File: src/rtl/fetch_pkg.sv
// Shared types and constants for the byte-serial fetch stage.
package fetch_pkg;

  typedef enum logic [1:0] {
    IDLE  = 2'd0,
    FETCH = 2'd1,
    HOLD  = 2'd2,
    FAULT = 2'd3
  } state_t;

  localparam logic [15:0] ROM_BASE_DEFAULT = 16'h8000;
  localparam int          MAX_EXTRA        = 3;
  localparam int          CNT_W            = $clog2(MAX_EXTRA + 1);
  localparam int          IMM_W            = 8 * MAX_EXTRA;
  localparam int          LEN_MSB          = 7;
  localparam int          LEN_LSB          = 6;

  // Number of operand bytes that follow an opcode.
  function automatic logic [1:0] op_len(input logic [7:0] opcode);
    return opcode[LEN_MSB:LEN_LSB];
  endfunction

endpackage

File: src/rtl/fetch_unit_if.sv
// Memory read port and decoder handshake of the fetch stage.
interface fetch_unit_if #(
  parameter int AW = 16,
  parameter int DW = 8
);
  logic          mem_req;
  logic [AW-1:0] mem_addr;
  logic          mem_ack;
  logic [DW-1:0] mem_data;
  logic          ir_valid;
  logic          ir_ready;
  logic [7:0]    ir_op;
  logic [23:0]   ir_imm;
  logic [1:0]    ir_len;
  logic [AW-1:0] ir_pc;

  modport master (
    output mem_req, mem_addr, ir_valid, ir_op, ir_imm, ir_len, ir_pc,
    input  mem_ack, mem_data, ir_ready
  );

  modport slave (
    input  mem_req, mem_addr, ir_valid, ir_op, ir_imm, ir_len, ir_pc,
    output mem_ack, mem_data, ir_ready
  );
endinterface

File: src/rtl/fetch_unit.sv
// Byte-serial instruction fetch: assembles opcode plus 0-3 operand bytes for the decoder.
// Optional FETCH_RANGE_CHECK_EN traps fetches outside [ROM_BASE, top of address space].
module fetch_unit
  import fetch_pkg::*;
#(
  parameter int            AW       = 16,
  parameter int            DW       = 8,
  parameter logic [AW-1:0] ROM_BASE = AW'(ROM_BASE_DEFAULT)
) (
  input  logic          clk,
  input  logic          rst,
  input  logic [AW-1:0] pc_addr,
  output logic          pc_adv,
  input  logic          flush,
  fetch_unit_if.master  bus,
  output logic          fault
);

`ifdef FETCH_RANGE_CHECK_EN
  localparam bit RANGE_CHECK = 1'b1;
`else
  localparam bit RANGE_CHECK = 1'b0;
`endif

  state_t           state_r, state_s;
  logic [CNT_W-1:0] cnt_r, cnt_s;
  logic [1:0]       need_r, need_s;
  logic             req_r, req_s;
  logic             valid_r, valid_s;
  logic [7:0]       op_r, op_s;
  logic [IMM_W-1:0] imm_r, imm_s;
  logic [1:0]       len_r, len_s;
  logic [AW-1:0]    irpc_r, irpc_s;
  logic             fault_r, fault_s;

  logic [DW-1:0]    byte_s;
  logic             accept_s;
  logic [1:0]       need_cmp_s;
  logic [AW:0]      wide_sum_s;
  logic             range_err_s;

  assign byte_s      = bus.mem_data;
  assign accept_s    = req_r & bus.mem_ack & ~flush;
  assign need_cmp_s  = (cnt_r == 2'd0) ? op_len(byte_s) : need_r;
  // Carry out of the sum means the last operand byte would wrap past the top address.
  assign wide_sum_s  = {1'b0, pc_addr} + {{(AW-1){1'b0}}, op_len(byte_s)};
  assign range_err_s = (pc_addr < ROM_BASE) | wide_sum_s[AW];

  assign pc_adv       = accept_s;
  assign bus.mem_req  = req_r;
  assign bus.mem_addr = pc_addr;
  assign bus.ir_valid = valid_r;
  assign bus.ir_op    = op_r;
  assign bus.ir_imm   = imm_r;
  assign bus.ir_len   = len_r;
  assign bus.ir_pc    = irpc_r;
  assign fault        = fault_r;

  // Next-state and next-datapath logic for the fetch FSM
  always_comb begin
    state_s = state_r;
    cnt_s   = cnt_r;
    need_s  = need_r;
    req_s   = req_r;
    valid_s = valid_r;
    op_s    = op_r;
    imm_s   = imm_r;
    len_s   = len_r;
    irpc_s  = irpc_r;
    fault_s = fault_r;
    case (state_r)
      IDLE: begin
        state_s = FETCH;
        req_s   = 1'b1;
      end
      FETCH: begin
        if (accept_s) begin
          if (cnt_r == 2'd0) begin
            op_s   = byte_s;
            irpc_s = pc_addr;
            imm_s  = 24'd0;
            need_s = op_len(byte_s);
            len_s  = op_len(byte_s);
          end else begin
            case (cnt_r)
              2'd1:    imm_s[7:0]   = byte_s;
              2'd2:    imm_s[15:8]  = byte_s;
              2'd3:    imm_s[23:16] = byte_s;
              default: imm_s        = imm_r;
            endcase
          end
          if (RANGE_CHECK && (cnt_r == 2'd0) && range_err_s) begin
            state_s = FAULT;
            fault_s = 1'b1;
            req_s   = 1'b0;
            cnt_s   = 2'd0;
          end else if (cnt_r == need_cmp_s) begin
            state_s = HOLD;
            cnt_s   = 2'd0;
            req_s   = 1'b0;
            valid_s = 1'b1;
          end else begin
            cnt_s = cnt_r + 2'd1;
          end
        end else begin
          // Re-arm the request after the one-cycle drop that follows a flush.
          req_s = 1'b1;
        end
      end
      HOLD: begin
        if (bus.ir_ready) begin
          state_s = FETCH;
          valid_s = 1'b0;
          req_s   = 1'b1;
        end else begin
          valid_s = 1'b1;
        end
      end
      FAULT: begin
        req_s   = 1'b0;
        valid_s = 1'b0;
      end
      default: begin
        state_s = IDLE;
        cnt_s   = 2'd0;
        req_s   = 1'b0;
        valid_s = 1'b0;
      end
    endcase
    // A PC reload aborts everything except a trapped fetch.
    if (flush && (state_r != FAULT)) begin
      state_s = FETCH;
      cnt_s   = 2'd0;
      valid_s = 1'b0;
      req_s   = 1'b0;
    end else begin
      fault_s = fault_s | 1'b0;
    end
  end

  // State and datapath register update with synchronous reset
  always_ff @(posedge clk) begin
    if (rst) begin
      state_r <= IDLE;
      cnt_r   <= 2'd0;
      need_r  <= 2'd0;
      req_r   <= 1'b0;
      valid_r <= 1'b0;
      op_r    <= 8'd0;
      imm_r   <= 24'd0;
      len_r   <= 2'd0;
      irpc_r  <= {AW{1'b0}};
      fault_r <= 1'b0;
    end else begin
      state_r <= state_s;
      cnt_r   <= cnt_s;
      need_r  <= need_s;
      req_r   <= req_s;
      valid_r <= valid_s;
      op_r    <= op_s;
      imm_r   <= imm_s;
      len_r   <= len_s;
      irpc_r  <= irpc_s;
      fault_r <= fault_s;
    end
  end

endmodule

File: src/flat_wrapper.sv
// flat-port wrapper written by rule: the top's interface ports become plain ports
module fetch_unit_flat import fetch_pkg::*;
#(
  parameter int            AW       = 16,
  parameter int            DW       = 8,
  parameter logic [AW-1:0] ROM_BASE = AW'(ROM_BASE_DEFAULT)
)
  (clk, rst, pc_addr, pc_adv, flush, fault, bus_mem_req, bus_mem_addr, bus_ir_valid, bus_ir_op, bus_ir_imm, bus_ir_len, bus_ir_pc, bus_mem_ack, bus_mem_data, bus_ir_ready);
  fetch_unit_if #(.AW(AW), .DW(DW)) bus_i ();
  input  logic clk;
  input  logic rst;
  input  logic [AW-1:0] pc_addr;
  output logic pc_adv;
  input  logic flush;
  output logic fault;
  output wire logic [$bits(bus_i.mem_req)-1:0] bus_mem_req;
  output wire logic [$bits(bus_i.mem_addr)-1:0] bus_mem_addr;
  output wire logic [$bits(bus_i.ir_valid)-1:0] bus_ir_valid;
  output wire logic [$bits(bus_i.ir_op)-1:0] bus_ir_op;
  output wire logic [$bits(bus_i.ir_imm)-1:0] bus_ir_imm;
  output wire logic [$bits(bus_i.ir_len)-1:0] bus_ir_len;
  output wire logic [$bits(bus_i.ir_pc)-1:0] bus_ir_pc;
  input wire logic [$bits(bus_i.mem_ack)-1:0] bus_mem_ack;
  input wire logic [$bits(bus_i.mem_data)-1:0] bus_mem_data;
  input wire logic [$bits(bus_i.ir_ready)-1:0] bus_ir_ready;
  assign bus_mem_req = bus_i.mem_req;
  assign bus_mem_addr = bus_i.mem_addr;
  assign bus_ir_valid = bus_i.ir_valid;
  assign bus_ir_op = bus_i.ir_op;
  assign bus_ir_imm = bus_i.ir_imm;
  assign bus_ir_len = bus_i.ir_len;
  assign bus_ir_pc = bus_i.ir_pc;
  assign bus_i.mem_ack = bus_mem_ack;
  assign bus_i.mem_data = bus_mem_data;
  assign bus_i.ir_ready = bus_ir_ready;
  fetch_unit #(.AW(AW), .DW(DW), .ROM_BASE(ROM_BASE)) u_core (.clk(clk), .rst(rst), .pc_addr(pc_addr), .pc_adv(pc_adv), .flush(flush), .bus(bus_i), .fault(fault));
endmodule
File: config.mk
export PLATFORM = sky130hd
export DESIGN_NAME = fetch_unit_flat
export DESIGN_NICKNAME = d
export VERILOG_FILES = /design/src/rtl/fetch_pkg.sv /design/src/rtl/fetch_unit_if.sv /design/src/rtl/fetch_unit.sv /design/src/flat_wrapper.sv
export SDC_FILE = /design/constraint.sdc
export NUM_CORES = 1
export LEC_CHECK = 0
export CAP_MARGIN = 15
export CORE_ASPECT_RATIO = 0.7
export CORE_MARGIN = 3
export CORE_UTILIZATION = 42
export DETAILED_ROUTE_END_ITERATION = 7
export PLACE_DENSITY_LB_ADDON = 0.25
export RECOVER_POWER = 50
export SKIP_CTS_REPAIR_TIMING = 1
export SLEW_MARGIN = 20
export SYNTH_ARGS = -nofsm -noshare
export SYNTH_HDL_FRONTEND = slang
export SYNTH_SLANG_ARGS = --single-unit
export TNS_END_PERCENT = 1
File: constraint.sdc
create_clock -name clk -period 2.3 [get_ports clk]
set_input_delay 0.575 -clock clk [delete_from_list [all_inputs] [get_ports clk]]
set_output_delay 0.575 -clock clk [all_outputs]
set_load 0.005 [all_outputs]
# Yosys cells after proc, flatten, opt, wreduce, memory -nomap -nowiden
# Cells that the tools add are included.
# word_totals
mem_count,0
out_inout_bits,70
mem_bits_ro,0
mem_bits_rw,0
inputBits,29
elab_cells,69
latchBits,0
register_bits,58
# op_classes
n_reduce_logical,19
n_eq_ne,15
add_sub_neg,1
bitwise_logic,3
n_shift,0
order_cmp,0
multipliers,0
muxes,19
div_mod_pow,0
# ops
operator,count
24-bit 2-to-1 mux,1
8-bit 2-to-1 mux,3
3-bit AND reduction,5
2-bit 2-to-1 mux,5
3-bit by 2-bit inequality test with 1-bit output (second input constant),3
2-bit == test (second input constant),4
4-bit AND reduction,2
1-bit 2-to-1 mux,7
2-bit inequality test (second input constant),3
2-bit one-hot mux with 3 select lines,1
2-bit nonzero test,3
3-bit nonzero test,2
2-bit by 1-bit == test with 1-bit output (second input constant),2
2-bit zero test,2
1-bit one-hot mux with 4 select lines,1
2-bit AND reduction,2
4-bit nonzero test,1
3-bit by 1-bit inequality test with 1-bit output (second input constant),1
1-bit one-hot mux with 3 select lines,1
2-bit by 1-bit adder with 2-bit output (second input constant),1
1-bit bitwise AND,2
2-bit == test,1
2-bit by 1-bit inequality test with 1-bit output (second input constant),1
2-bit OR reduction,1
2 further kinds,2

# Depth between registers and ports, before layout
# logic_depth
word_depth,7
mapped_depth,7
depth_no_buf,6

# Worst setup path before layout
# Ideal clock, no wire load.
# synth_path
kind,input to register
start,in flush
end,reg u_core.len_r[0] (netlist: u_core.bus.ir_len[0])
path_slack_ps,638
cell_stages,6
arrival_time_ps,1529
n_path_buf,1
setup_ps,132
cell_sequence,nand3b_1 > inv_1 > nand3_2 > buf_6 > nand2_1 > a21oi_1
# synth_between
elab_chain_len,3
# synth_lines
element,line_no,source
start: declaration,flat_wrapper.sv:14,input logic flush;
1-bit inverter,fetch_unit.sv:43,assign accept_s = req_r & bus.mem_ack & ~flush;
1-bit bitwise AND,fetch_unit.sv:43,
named net pc_adv,flat_wrapper.sv:13,output logic pc_adv;
3-bit AND reduction (no source line),n/a,
end signal: assignment,fetch_unit.sv:162,len_r <= len_s;
end: declaration,fetch_unit.sv:32,"logic [1:0] len_r, len_s;"
# The timed path passes the listed nets, and every way through them passes these cells.
# A chain may end at the register's enable or synchronous reset.

# Worst setup path after layout
# layout_path
start,in pc_addr[6]
end,out bus_mem_addr[6]
# layout_rtl
element,line_no,source
start: declaration,flat_wrapper.sv:12,input logic [AW-1:0] pc_addr;
end: declaration,flat_wrapper.sv:17,output wire logic [$bits(bus_i.mem_addr)-1:0] bus_mem_addr;
# No word-level cell between the ends.

==> flow_summary.ini <==
[clock_tree]
h-tree-depth = 2
path_clk_slew_ps = 90
clk_latency_ps = 300
numCtsBuffers = 5
cts_tree = built
clock_sinks = 56
root_buffer = clkbuf_8
clockBufferDepth = 2

[cells_and_area]
seqCellArea_um2 = 1121
fillers = 479
nets = 373
syn_to_final_growth_pct = 43.08
multi_input_area_um2 = 993.5
diodes = 0
final_area_um2 = 3374
drive_above_1_share = 0.06725

[global_route]
grt_pass1_vias = 1854
grt_pass1_wl_um = 9252
antenna_found_initial = 0
grt-ovfl-total = 0
grt_use_total = 0.1787
grt_max_degree = 29

[setup_path]
worst-path-stages = 2
cp_slowest_stage_delay_ps = 510
crit_family = buffers and inverters
cp_num_buf_inv = 2
arrival_ps = 1570
cpMostUsedCell = clkdlybuf4s50_1
cp_max_fo = 2
timing.rr.start = u_core.cnt_r[0]$_SDFFE_PP0P_
cp_cell_sequence = clkdlybuf4s50_1 > clkdlybuf4s50_1
cpMaxStageDelayCell = clkdlybuf4s50_1
reg2regPathDepth = 6
required_ps = 1730
r2r_end = u_core.bus.ir_valid$_SDFFE_PP0P_
path_class = primary input to output pin
cp-end-kind = output pin
rrSetupSlack_ps = 290
startpoint_type = primary input

[sta]
slew_headroom = 0.5753
finalMaxSlewViolations = 0
fin_crit_ps = 2149
setup_viol = 0
setup_tns_ps = 0
tightest_slew_ps = 634.3
hold_viol = 0
layout_setup_ws_ps = 151.3
skew_ps = 10.78
rsz0062_at_grt = no
min_period_over_period = 0.9342
clock.fmax_ghz = 0.4654

[synth]
synth_cell_types = 30
synth_area_leaders = dfxtp_1 (48%), mux2i_1 (6.8%), buf_4 (6.7%)
synthCells = 261
async_reset_ff_frac = 0
synth-seq-cells = 56
syn_avg_cell_area_um2 = 9.036
yosys.area.top_type_share = 0.4753
yosys_most_used_dff = dfxtp_1
seq_area_frac_synth = 0.4753
syn-num-nets = 293
netlist_area_um2 = 2359
synth_edf_count = 0
ys_warn_count = 0
yosysMostFrequentCell = dfxtp_1
synth_common_cells = dfxtp_1 (56), nor2_1 (33), a21oi_1 (23)
synth_top_cell_by_area = dfxtp_1

[run]
cap_viol_max_count = 0

[floorplan]
core_um2 = 5340
chipHeight_um = 68.70
pin_count = 99
initial_core_util = 0.4417
fp.dieW_um = 95.57
dieArea_um2 = 6565
rows = 22

[routing]
firstDrtPassIters = 4
viasPerCell = 5.012
wl_met1_um = 2753
routed_wl_um = 5790
wl_met2_um = 2545
drcViolationCount = 0
wire_per_inst_um = 13.99
vias = 2075
drt.antenna.violating_nets = 0
highest_layer = met4
met3_length_um = 461
drt-initial-drc-count = 136

[hold_path]
hold_end = u_core.bus.ir_pc[1]$_SDFFE_PP0P_
holdPathStages = 2
hold_class = flip-flop to flip-flop
min-delay-start = u_core.bus.ir_pc[1]$_SDFFE_PP0P_

[outcome]
status = completed

[placement]
post-place-ws_ps = -32.27
dp_hpwl_um = 4251
placed_area_um2 = 3293
io_buffers = 97
place.gp.congestion = 0.8065

[power_and_ir_drop]
p_leak_nw = 1.407
irDropWorstVdd_uv = 286.0
power_density_nw_per_um2 = 499.0
total_power_mw = 1.684
metrics by stage:
stage / hold WS (ps) / instances / utilization
after global routing: 472.3 / 414 / 0.6319
after detailed placement: 446.3 / 405 / 0.6167
final: 452.0 / 414 / 0.6319
after global placement: 443.3 / 405 / 0.6167
after floorplan: 435.7 / 261 / -
after CTS: 459.4 / 413 / 0.6333
kinds of logic after synthesis:
kind of cell,Yosys count,share of synthesized area
AOI/OAI and AO/OA,49,0.1395
xor gates and xnor gates,2,0.007428
adders and majority gates,3,0.01592
buffers and inverters,40,0.1045
DFF,56,0.4753
muxes,16,0.06790
other,1,0.001590
and+or+nand+nor,94,0.1878
layout by cell type, fill, tap and decap left out, types with 2 or more instances in the layout:
cell,netlist,routed
dlygate4sd3_1,0,52
o2bb2ai_1,2,2
o211ai_1,2,2
nand2b_1,2,2
nand2_1,21,21
a21oi_1,23,23
xnor2_1,2,2
ha_1,3,3
clkdlybuf4s50_1,0,43
o21ai_0,2,2
nor3_1,2,2
clkbuf_8,0,5
inv_1,4,4
mux2i_1,16,16
nor2b_1,11,11
dfxtp_1,56,56
nor2_1,33,32
a32oi_1,16,16
nand3_1,21,21
buf_4,21,9
clkbuf_2,0,2
power breakdown:
group	switching [mW]	total (mW)	internal [mW]
sequential	0.00675	0.985	0.979
combinational	0.0701	0.172	0.102
clock	0.310	0.527	0.217
total	0.387	1.68	1.30
worst max path at each step:
stage	start	to	slack, ps
6_report	pc_addr[6]	bus_mem_addr[6]	150
5_1_grt	flush	u_core.bus.ir_op[0]$_SDFFE_PP0P_	30
4_1_cts	flush	pc_adv	-40
3_5_place_dp	flush	pc_adv	-30
3_3_place_gp	flush	pc_adv	-7
2_1_floorplan	flush	u_core.bus.ir_len[0]$_SDFFE_PP0P_	640
flip-flops by register name (all words and copies together) (netlist names):
name                 count
u_core.bus.ir_imm       24
u_core.bus.ir_op         6
u_core.state_r           2
u_core.bus.ir_pc        16
u_core.need_r            2
u_core.bus.ir_len        2
u_core.bus.ir_valid      1
u_core.cnt_r             2
u_core.bus.mem_req       1
final cells by class:
class                   instances  share of cell area
flip-flops and latches         56              0.3322
repair buffers                109              0.3159
multi-input cells             165              0.2944
well taps                      72             0.02670
clock buffers                   6             0.02151
clock inverters                 2            0.004820
inverters                       4            0.004449
metal layers:
layer  global-route usage  vias up
li1                     -     1046
met3              0.03905        2
met4              0.03191        0
met2               0.2701       73
met5                    0        -
met1               0.2639      954
(Power assumes the default switching activity.)
